[config.mk]
export PLATFORM = sky130hd
export DESIGN_NAME = des_key_sched_seq_flat
export DESIGN_NICKNAME = d
export VERILOG_FILES = /design/src/rtl/des_key_sched_seq_pkg.sv /design/src/rtl/des_key_sched_seq_if.sv /design/src/rtl/des_key_sched_seq.sv /design/src/flat_wrapper.sv
export SDC_FILE = /design/constraint.sdc
export NUM_CORES = 1
export LEC_CHECK = 0
export ABC_AREA = 1
export BUFFER_PORTS_ARGS = -buffer_cell sky130_fd_sc_hd__buf_4
export CAP_MARGIN = 5
export CORE_MARGIN = 2
export CORE_UTILIZATION = 51
export CTS_CLUSTER_DIAMETER = 120
export CTS_CLUSTER_SIZE = 10
export DETAILED_ROUTE_END_ITERATION = 10
export HOLD_SLACK_MARGIN = 0.12
export PLACE_DENSITY_LB_ADDON = 0.05
export SETUP_SLACK_MARGIN = 0.1
export SLEW_MARGIN = 0
export SYNTH_ARGS = -nofsm -noshare
export SYNTH_HDL_FRONTEND = slang
export SYNTH_SLANG_ARGS = --single-unit
[constraint.sdc]
create_clock -name clk -period 1.66 [get_ports clk]
set_input_delay 0.166 -clock clk [delete_from_list [all_inputs] [get_ports clk]]
set_output_delay 0.166 -clock clk [all_outputs]
set_load 0.05 [all_outputs]
[src/rtl/des_key_sched_seq_pkg.sv]
// -----------------------------------------------------------------------------
// des_pkg
// Shared DES key-schedule definitions: PC1/PC2 permutations, the per-round
// rotation schedule, 28-bit rotate helpers and the sequencer state enum.
// Used by the sequential key scheduler, the combinational key generator and
// the round datapath.
// Bit numbering: DES bit 1 is the MSB of every vector.
// -----------------------------------------------------------------------------
package des_pkg;

  typedef enum logic {
    ST_IDLE = 1'b0,
    ST_EMIT = 1'b1
  } state_t;

  // Left-rotation amount applied before round i (index 0 = round 1).
  localparam logic [1:0] SHIFT [16] = '{
    2'd1, 2'd1, 2'd2, 2'd2, 2'd2, 2'd2, 2'd2, 2'd2,
    2'd1, 2'd2, 2'd2, 2'd2, 2'd2, 2'd2, 2'd2, 2'd1
  };

  localparam int unsigned PC1_TAB [56] = '{
    57, 49, 41, 33, 25, 17,  9,  1, 58, 50, 42, 34, 26, 18,
    10,  2, 59, 51, 43, 35, 27, 19, 11,  3, 60, 52, 44, 36,
    63, 55, 47, 39, 31, 23, 15,  7, 62, 54, 46, 38, 30, 22,
    14,  6, 61, 53, 45, 37, 29, 21, 13,  5, 28, 20, 12,  4
  };

  localparam int unsigned PC2_TAB [48] = '{
    14, 17, 11, 24,  1,  5,  3, 28, 15,  6, 21, 10,
    23, 19, 12,  4, 26,  8, 16,  7, 27, 20, 13,  2,
    41, 52, 31, 37, 47, 55, 30, 40, 51, 45, 33, 48,
    44, 49, 39, 56, 34, 53, 46, 42, 50, 36, 29, 32
  };

  // 64-bit key -> 56-bit {C,D}; the eight parity bits are dropped.
  function automatic logic [55:0] des_pc1(input logic [63:0] key);
    logic [55:0] res;
    res = '0;
    for (int i = 0; i < 56; i++) res[55-i] = key[64-PC1_TAB[i]];
    return res;
  endfunction

  // 56-bit {C,D} -> 48-bit round subkey.
  function automatic logic [47:0] des_pc2(input logic [55:0] cd);
    logic [47:0] res;
    res = '0;
    for (int i = 0; i < 48; i++) res[47-i] = cd[56-PC2_TAB[i]];
    return res;
  endfunction

  function automatic logic [27:0] rotl28(input logic [27:0] x, input logic [1:0] n);
    case (n)
      2'd1:    return {x[26:0], x[27]};
      2'd2:    return {x[25:0], x[27:26]};
      default: return x;
    endcase
  endfunction

  function automatic logic [27:0] rotr28(input logic [27:0] x, input logic [1:0] n);
    case (n)
      2'd1:    return {x[0], x[27:1]};
      2'd2:    return {x[1:0], x[27:2]};
      default: return x;
    endcase
  endfunction

endpackage

[src/rtl/des_key_sched_seq_if.sv]
// -----------------------------------------------------------------------------
// des_key_sched_seq_if
// Handshake bundle of the sequential DES key scheduler.
//   start side : key_in, decrypt, start_valid -> start_ready
//   key side   : key_valid, key_out, key_round, key_last -> key_ready
//   control    : flush (synchronous abort)
// modport master = job issuer / key consumer, modport slave = scheduler.
// -----------------------------------------------------------------------------
interface des_key_sched_seq_if;

  logic [63:0] key_in;
  logic        decrypt;
  logic        start_valid;
  logic        start_ready;
  logic        flush;
  logic        key_valid;
  logic        key_ready;
  logic [47:0] key_out;
  logic [3:0]  key_round;
  logic        key_last;

  modport master (
    output key_in, decrypt, start_valid, flush, key_ready,
    input  start_ready, key_valid, key_out, key_round, key_last
  );

  modport slave (
    input  key_in, decrypt, start_valid, flush, key_ready,
    output start_ready, key_valid, key_out, key_round, key_last
  );

endinterface

[src/rtl/des_key_sched_seq.sv]
// -----------------------------------------------------------------------------
// des_key_sched_seq
// Iterative DES key schedule. A key accepted in IDLE is loaded through PC1
// into one C/D register pair; each accepted subkey then rotates C/D in place,
// giving the first NUM_KEYS subkeys in encrypt (K1..) or decrypt (K16..)
// order, one per key handshake.
// Ports:
//   clk   - rising-edge clock
//   rst_n - asynchronous active-low reset
//   bus   - des_key_sched_seq_if.slave (start / key handshakes, flush)
// Every output is decoded from registers only: no path from key_ready or
// start_valid to any output.
// -----------------------------------------------------------------------------
module des_key_sched_seq
  import des_pkg::*;
#(
  parameter int NUM_KEYS      = 16,
  parameter int KEY_OUT_WIDTH = 48
) (
  input logic               clk,
  input logic               rst_n,
  des_key_sched_seq_if.slave bus
);

  if (KEY_OUT_WIDTH != 48) begin : g_bad_width
    $error("des_key_sched_seq: KEY_OUT_WIDTH must be 48");
  end
  if (NUM_KEYS < 1 || NUM_KEYS > 16) begin : g_bad_num_keys
    $error("des_key_sched_seq: NUM_KEYS must be in 1..16");
  end

  localparam logic [3:0] LAST_CNT = 4'(NUM_KEYS - 1);

  state_t      r_state;
  logic [27:0] r_c;
  logic [27:0] r_d;
  logic [3:0]  r_cnt;
  logic        r_mode;   // 1 = decrypt order

  logic [55:0] w_pc1;
  logic        w_last;
  logic [3:0]  w_idx_fwd;
  logic [3:0]  w_idx_rev;

  assign w_pc1     = des_pc1(bus.key_in);
  assign w_last    = (r_state == ST_EMIT) && (r_cnt == LAST_CNT);
  // Encrypt steps forward to the shift of the next round; decrypt undoes the
  // shift of the round just emitted (key cnt in decrypt order is K16-cnt).
  assign w_idx_fwd = r_cnt + 4'd1;
  assign w_idx_rev = 4'd15 - r_cnt;

  // NOTE: every state register uses non-blocking assignment so all updates
  // within an edge see the pre-edge values of the others.
  always_ff @(posedge clk or negedge rst_n) begin
    if (!rst_n) begin
      r_state <= ST_IDLE;
      r_c     <= '0;
      r_d     <= '0;
      r_cnt   <= '0;
      r_mode  <= 1'b0;
    end else if (bus.flush) begin
      // C/D are left as-is: they are reloaded on the next accept.
      r_state <= ST_IDLE;
      r_cnt   <= '0;
    end else begin
      case (r_state)
        ST_IDLE: begin
          if (bus.start_valid) begin
            r_mode  <= bus.decrypt;
            r_cnt   <= '0;
            r_state <= ST_EMIT;
            if (bus.decrypt) begin
              // C16/D16 equal C0/D0 (total rotation is 28), so K16 needs none.
              r_c <= w_pc1[55:28];
              r_d <= w_pc1[27:0];
            end else begin
              r_c <= rotl28(w_pc1[55:28], SHIFT[0]);
              r_d <= rotl28(w_pc1[27:0],  SHIFT[0]);
            end
          end
        end
        ST_EMIT: begin
          if (bus.key_ready) begin
            if (w_last) begin
              r_state <= ST_IDLE;
            end else begin
              r_cnt <= r_cnt + 4'd1;
              if (r_mode) begin
                r_c <= rotr28(r_c, SHIFT[w_idx_rev]);
                r_d <= rotr28(r_d, SHIFT[w_idx_rev]);
              end else begin
                r_c <= rotl28(r_c, SHIFT[w_idx_fwd]);
                r_d <= rotl28(r_d, SHIFT[w_idx_fwd]);
              end
            end
          end
        end
        default: r_state <= ST_IDLE;
      endcase
    end
  end

  assign bus.start_ready = (r_state == ST_IDLE);
  assign bus.key_valid   = (r_state == ST_EMIT);
  assign bus.key_out     = des_pc2({r_c, r_d});
  assign bus.key_round   = r_mode ? (4'd15 - r_cnt) : r_cnt;
  assign bus.key_last    = w_last;

endmodule

[src/flat_wrapper.sv]
// flat-port wrapper written by rule: the top's interface ports become plain ports
module des_key_sched_seq_flat import des_pkg::*;
#(
  parameter int NUM_KEYS      = 16,
  parameter int KEY_OUT_WIDTH = 48
)
  (clk, rst_n, bus_key_in, bus_decrypt, bus_start_valid, bus_flush, bus_key_ready, bus_start_ready, bus_key_valid, bus_key_out, bus_key_round, bus_key_last);
  des_key_sched_seq_if bus_i ();
  input logic clk;
  input logic rst_n;
  input wire logic [$bits(bus_i.key_in)-1:0] bus_key_in;
  input wire logic [$bits(bus_i.decrypt)-1:0] bus_decrypt;
  input wire logic [$bits(bus_i.start_valid)-1:0] bus_start_valid;
  input wire logic [$bits(bus_i.flush)-1:0] bus_flush;
  input wire logic [$bits(bus_i.key_ready)-1:0] bus_key_ready;
  output wire logic [$bits(bus_i.start_ready)-1:0] bus_start_ready;
  output wire logic [$bits(bus_i.key_valid)-1:0] bus_key_valid;
  output wire logic [$bits(bus_i.key_out)-1:0] bus_key_out;
  output wire logic [$bits(bus_i.key_round)-1:0] bus_key_round;
  output wire logic [$bits(bus_i.key_last)-1:0] bus_key_last;
  assign bus_i.key_in = bus_key_in;
  assign bus_i.decrypt = bus_decrypt;
  assign bus_i.start_valid = bus_start_valid;
  assign bus_i.flush = bus_flush;
  assign bus_i.key_ready = bus_key_ready;
  assign bus_start_ready = bus_i.start_ready;
  assign bus_key_valid = bus_i.key_valid;
  assign bus_key_out = bus_i.key_out;
  assign bus_key_round = bus_i.key_round;
  assign bus_key_last = bus_i.key_last;
  des_key_sched_seq #(.NUM_KEYS(NUM_KEYS), .KEY_OUT_WIDTH(KEY_OUT_WIDTH)) u_core (.clk(clk), .rst_n(rst_n), .bus(bus_i));
endmodule
Word-level counts from Yosys, hierarchy flattened
Memories as Yosys holds them, arrays and structs flattened.
Cells that the tools add are included.
{"block": "op_classes", "n_reduce_logical": 4, "magnitude_cmp": 2, "eq_ne": 13, "mux": 31, "add_sub_neg": 2, "bitwise_logic": 4}
{"op": "$pmux 28 s2", "count": 6}
{"op": "$mux 28", "count": 10}
{"op": "$mux 4", "count": 5}
{"op": "$ge 5x5->1 const B", "count": 2}
{"op": "$not 4->5", "count": 2}
{"op": "$ne 3x3->1 const B", "count": 3}
{"op": "$mux 2", "count": 4}
{"op": "$ne 4x4->1 const B", "count": 2}
{"op": "$pmux 4 s2", "count": 1}
{"op": "$ne 2x2->1 const B", "count": 3}
{"op": "$reduce_and 3->1", "count": 2}
{"op": "$reduce_and 6->1", "count": 1}
{"op": "$add 4x1->4 const B", "count": 1}
{"op": "$eq 2x1->1 const B", "count": 2}
{"op": "$eq 2x2->1 const B", "count": 2}
{"op": "$eq 4x4->1 const B", "count": 1}
{"op": "$mux 1", "count": 4}
{"op": "$sub 4x4->4 const A", "count": 1}
{"op": "$not 1->1", "count": 2}
{"op": "$pmux 1 s2", "count": 1}
{"op": "$logic_and 1x1->1", "count": 1}
{"block": "word_totals", "n_memories": 2, "romBits": 64, "wordCells": 63, "register_bits": 62}
{"memory": "(no name shown)", "depth": 16, "word_bits": 2, "read_ports": 1, "rd_clocked_by_memory_dff": 0, "wr": 0, "line": "des_key_sched_seq.sv:92", "source": "r_c <= rotl28(r_c, SHIFT[w_idx_fwd]);"}
{"memory": "(no name shown)", "depth": 16, "word_bits": 2, "read_ports": 1, "rd_clocked_by_memory_dff": 0, "wr": 0, "line": "des_key_sched_seq.sv:89", "source": "r_c <= rotr28(r_c, SHIFT[w_idx_rev]);"}

Logic depth before layout (Yosys ltp)
{"block": "depth", "ltp_word": 11, "ltp_mapped": 14, "depth_no_buf": 12}

Worst setup path before layout
No wires, ideal clock.
{"block": "synth_timing", "path_type": "reg-to-reg", "from": "register u_core.r_state (netlist: u_core.bus.key_valid)", "to": "register u_core.r_c[13]", "setup_time_ns": 0.120, "stages_incl_launch_ff": 9, "required_time_ns": 1.540, "setup_slack_ns": -0.278, "arrival_time_ns": 1.818, "synth_period_minus_slack_ns": 1.938, "path_buffers": 2, "path_cell_list": "dfrtp_1 -> inv_2 -> or2_1 -> nand4_4 -> inv_2 -> buf_2 -> buf_2 -> o21ai_0 -> nand2_1"}
{"block": "synth_between", "elab_chain_cells": 3}
{"element": "start, declared", "line": "des_key_sched_seq.sv:34", "source": "state_t r_state;"}
{"element": "start signal, assigned", "line": "des_key_sched_seq.sv:56", "source": "r_state <= ST_IDLE;"}
{"element": "start signal, assigned", "line": "des_key_sched_seq.sv:63", "source": "r_state <= ST_IDLE;"}
{"element": "start signal, assigned", "line": "des_key_sched_seq.sv:71", "source": "r_state <= ST_EMIT;"}
{"element": "$logic_and 1x1->1 or $not 1->1 (tied branches)"}
{"element": "$ne 2x2->1 (no source line)"}
{"element": "$reduce_and 6->1 (no source line)"}
{"element": "end signal, assigned", "line": "des_key_sched_seq.sv:74", "source": "r_c <= w_pc1[55:28];"}
{"element": "end signal, assigned", "line": "des_key_sched_seq.sv:77", "source": "r_c <= rotl28(w_pc1[55:28], SHIFT[0]);"}
{"element": "end signal, assigned", "line": "des_key_sched_seq.sv:89"}
{"element": "end, declared", "line": "des_key_sched_seq.sv:35", "source": "logic [27:0] r_c;"}
Parallel ways exist; a longest one is shown, timed or not.
A chain may end at the register's enable or synchronous reset.

Worst setup path in the final report
{"block": "layout_timing", "from": "register u_core.r_cnt[1]", "to": "register u_core.r_d[9]"}
{"block": "layout_between", "elab_chain_cells": 11}
{"element": "start, declared", "line": "des_key_sched_seq.sv:37", "source": "logic [3:0] r_cnt;"}
{"element": "start signal, assigned", "line": "des_key_sched_seq.sv:87", "source": "r_cnt <= r_cnt + 4'd1;"}
{"element": "$add 4x1->4 or $sub 4x4->4 (tied branches)", "line": "des_key_sched_seq.sv:49, des_key_sched_seq.sv:50"}
{"element": "$not 4->5, on equally long branches", "line": "des_key_sched_seq.sv:93, des_key_sched_seq.sv:90"}
{"element": "$mem_v2 16x2, on equally long branches"}
{"element": "$mux 2, on equally long branches (2 in series)"}
{"element": "$eq 2x2->1, or another cell as far along"}
{"element": "$pmux 28 s2, on equally long branches", "line": "des_key_sched_seq_pkg.sv:53, des_key_sched_seq_pkg.sv:61"}
{"element": "$mux 28", "line": "des_key_sched_seq.sv:88", "source": "if (r_mode) begin"}
{"element": "$mux 28", "line": "des_key_sched_seq.sv:84", "source": "if (w_last) begin"}
{"element": "$mux 28", "line": "des_key_sched_seq.sv:83", "source": "if (bus.key_ready) begin"}
{"element": "$pmux 28 s2", "line": "des_key_sched_seq.sv:66", "source": "case (r_state)"}
{"element": "end signal, assigned", "line": "des_key_sched_seq.sv:75", "source": "r_d <= w_pc1[27:0];"}
{"element": "end signal, assigned", "line": "des_key_sched_seq.sv:90", "source": "r_d <= rotr28(r_d, SHIFT[w_idx_rev]);"}
{"element": "end signal, assigned", "line": "des_key_sched_seq.sv:93", "source": "r_d <= rotl28(r_d, SHIFT[w_idx_fwd]);"}
{"element": "end, declared", "line": "des_key_sched_seq.sv:36", "source": "logic [27:0] r_d;"}
Parallel ways exist; a longest one is shown, timed or not. The select of a mux whose other input is x is not followed.

==> summary.txt <==
Synth
  – Compound-cell area share of the yosys netlist: around 18%
  – Syn nets: 1,125
  – Main combinational cell family by area after synthesis: simple AND/OR/NAND/NOR gates
  – Top post-synthesis cells by area: dfrtp_1, nand2_1, o21ai_0
  – Synthesized flop and latch total: slightly above 60
  – Post-Synth Adder-Cell Area: less than 1%
  – Area of the mapped netlist: about 6000 um2
  – Post-synth top cells: nand2_1, o21ai_0, nand3_1
  – YS warnings: 0
  – Sequential-to-total area share from yosys stat: roughly a quarter
  – Synth Instances: ~1,100
  – Synth Area in XOR/XNOR: less than 1%
  – Post-synthesis mux area share: 0%
  – Primary FF master, synth: dfrtp_1
  – Asr flop ratio synth: 100.0%
  – Post-synth EDFFs: 0
  – Count leader, synth: nand2_1
  – Post-Synth Simple-Gate Area: between 30% and 40%
  – Synth area leader: dfrtp_1
  – Yosys top cell area share: around a quarter
  – Distinct cell type count after synthesis: 24
  – Syn_area_per_cell: ~5.7 um2

Worst setup path
  – Nature of the critical path startpoint: flop
  – CP max-delay cell: dfrtp_2
  – Worst path max stage delay: 440 ps
  – Crit-path cells: inv_2 -> ha_4 -> nand2_4 -> nand3_4 -> buf_12 -> clkbuf_16 -> nand3_1 -> nand2_1 -> nor2_1 -> nor2_1 -> nand2_1 -> nand2_1 -> nand2_1
  – CP delay by family, top: simple AND/OR/NAND/NOR gates
  – Critical path's most frequent cell: nand2_1
  – Crit path DAT: between 2000 and 2500 ps
  – CP endpoint kind: flop
  – Crit-path max FO: 7
  – Crit path buf inv count: 3
  – Req. time, crit path: between 1500 and 2000 ps
  – Crit Path Category: flop to flop

Floorplan
  – Core ar.: between 10,000 and 15,000 um2
  – Die height: about 110 um
  – Cell Rows: 39
  – Die area: 12,690 um2
  – Die Wd: 112.7 um
  – IO Pins: between 100 and 150
  – Starting density of the core: a little over half

STA
  – FMAX: 0.5243 GHz
  – Fin Clk Skew: about 9.2 ps
  – Final period util: 114.9%
  – Worst-margin pin slew: 443.4 ps
  – Post-route minimum period: ~1900 ps
  – Setup slack after layout: -247.4 ps
  – Final hold vios: 0
  – Final Setup Violations: 59
  – Fin. max-slew vios: 0
  – RSZ-0062 raised after global routing: yes
  – Rel. slew slack: 70.44%

Detailed routing
  – Vias per cell: around 6.0
  – DRT iter0 DRCs: roughly 1,000
  – Vias post-DR: 7,696
  – Routed length on met1: between 9 and 10 mm
  – Met3 wire len: just under 3 mm
  – WL met2: about 11 mm
  – DR pass1 iterations: 6
  – Antenna-violating nets left: 0
  – # DRC: 0
  – Max layer used: met4
  – Routed WL per cell: ~19 um
  – Drt total wl: roughly 25 mm

Layout
  – Sequential Area: roughly 1600 um2
  – Layout area overhead: 39.46%
  – Share of layout cells above drive strength 1: 26.94%
  – Layout Nets: about 1,200
  – Multi-input gate area in the final layout: about 3900 um2
  – Antenna Diode Count: 0
  – Final non-filler cell area: ~8400 um2
  – Fillers: ~970

Placed design
  – I/O Buffers: roughly 120
  – Cell Area, Placed: a little over 7000 um2
  – Hpwl dp: ~12 mm
  – Placer Congestion: 0.8504

Power and ir drop
  – Static Leakage: between 0.004 and 0.005 uW
  – Power per cell area: about 970 nW/um2
  – Peak supply drop: 0.0009658 V
  – Total Power: ~8200 uW

GRT
  – Initial antenna violation count: 0
  – Largest net degree at the start of global routing: 56
  – GRT overflow: 0
  – Total track usage: around a third
  – Wire length of the first global-routing pass: around 34 mm
  – Vias in the first global route: roughly 6,600

Hold path
  – HP Class: primary input to flop

CTS
  – Root buffer cell: clkbuf_16
  – Worst skew pair latency: 340 ps
  – CTS buffer count: 9
  – H-Tree Level Count: 3
  – CTS max path bufs: 2
  – Clock net sink count: 62
  – CTS tree: built
  – Clock-pin slew on the worst setup and hold paths: 50 ps

Run status
  – Status: finished with violations
  – Failing checks: negative setup slack

Run
  – Max-cap viol count: 0
## state kept, by name, indices dropped and copies added (netlist names)
signal and flops:
u_core.bus.key_valid 1, u_core.r_d 28, u_core.r_c 28, u_core.r_cnt 4, u_core.r_mode 1
## repair_timing
item	CTS	global route
hold buffers	2	0
buffers inserted	13	12
gates resized for setup	75	63
setup endpoints to repair	65	61
hold endpoints to repair	52	0
pin swaps	18	20
gates cloned	4	15
## worst paths after layout
| check | start | cells after the start | to | slack (ps) |
|---|---|---|---|---|
| worst min-delay path | bus_flush | 4 | u_core.bus.key_valid | 160 |
| max in group asynchronous | rst_n | 3 | u_core.r_c[21] | 810 |
| min in group asynchronous | rst_n | 2 | u_core.r_d[17] | 320 |
| worst max register to register | u_core.r_cnt[1] | 13 | u_core.r_d[9] | -250 |
| worst min register to register | u_core.r_d[18] | 2 | u_core.r_d[18] | 540 |
| worst max-delay path | u_core.r_cnt[1] | 13 | u_core.r_d[9] | -250 |
## cell type report
class,count,area share [%]
clock buffer,12,2.935
inverter,70,3.337
tap,143,2.131
multi-input combinational,793,46.51
sequential,62,18.58
timing repair buffer,210,26.50
## worst min-delay path: stages
cell     delay [ps]
buf_4            70
inv_1            90
nand2_1         100
a21oi_1          40
## per-stage QoR
step	setup TNS, ps	hold slack [ps]	utilization, %	setup slack, ps	cells
after CTS	-2022	136.9	68.34	-73.02	1264
after global routing	-11050	184.4	73.24	-320.9	1290
after detailed placement	-4983	126.0	61.65	-125.3	1234
final	-6809	162.9	73.24	-247.4	1290
after floorplan	-50.92	-129.6	-	-3.525	1052
after global placement	-3272	120.9	61.65	-90.64	1234
## where the power goes
part,switching (uW),internal [uW]
Sequential,503,1810
Clock,681,1020
Combinational,2650,1520
## cell usage in the layout (no fill, tap or decap), types with 19 or more instances in the layout
| master | count |
|---|---|
| buf_12 | 22 |
| nor2_1 | 86 |
| nand3_1 | 103 |
| buf_4 | 147 |
| a21oi_1 | 33 |
| a31oi_1 | 22 |
| clkbuf_16 | 19 |
| a21oi_2 | 25 |
| dfrtp_1 | 57 |
| nand2_1 | 342 |
| buf_6 | 21 |
| o21ai_0 | 94 |
| o21ai_1 | 29 |
| inv_1 | 59 |
## cell families after synthesis
| group | count (synthesis) |
|---|---|
| AND/OR/NAND/NOR | 578 |
| adder cells (fa/ha/maj) | 3 |
| buffers and inverters | 197 |
| flip-flops | 62 |
| XOR/XNOR | 4 |
| AO/OA/AOI/OAI | 208 |
## metal layers
| layer | GRT usage, % | vias to the layer above |
|---|---|---|
| li1 | - | 3528 |
| met1 | 45.98 | 3465 |
| met2 | 51.30 | 565 |
| met3 | 5.238 | 138 |
| met4 | 10.41 | 0 |
| met5 | 0 | - |
(Power assumes the default switching activity.)
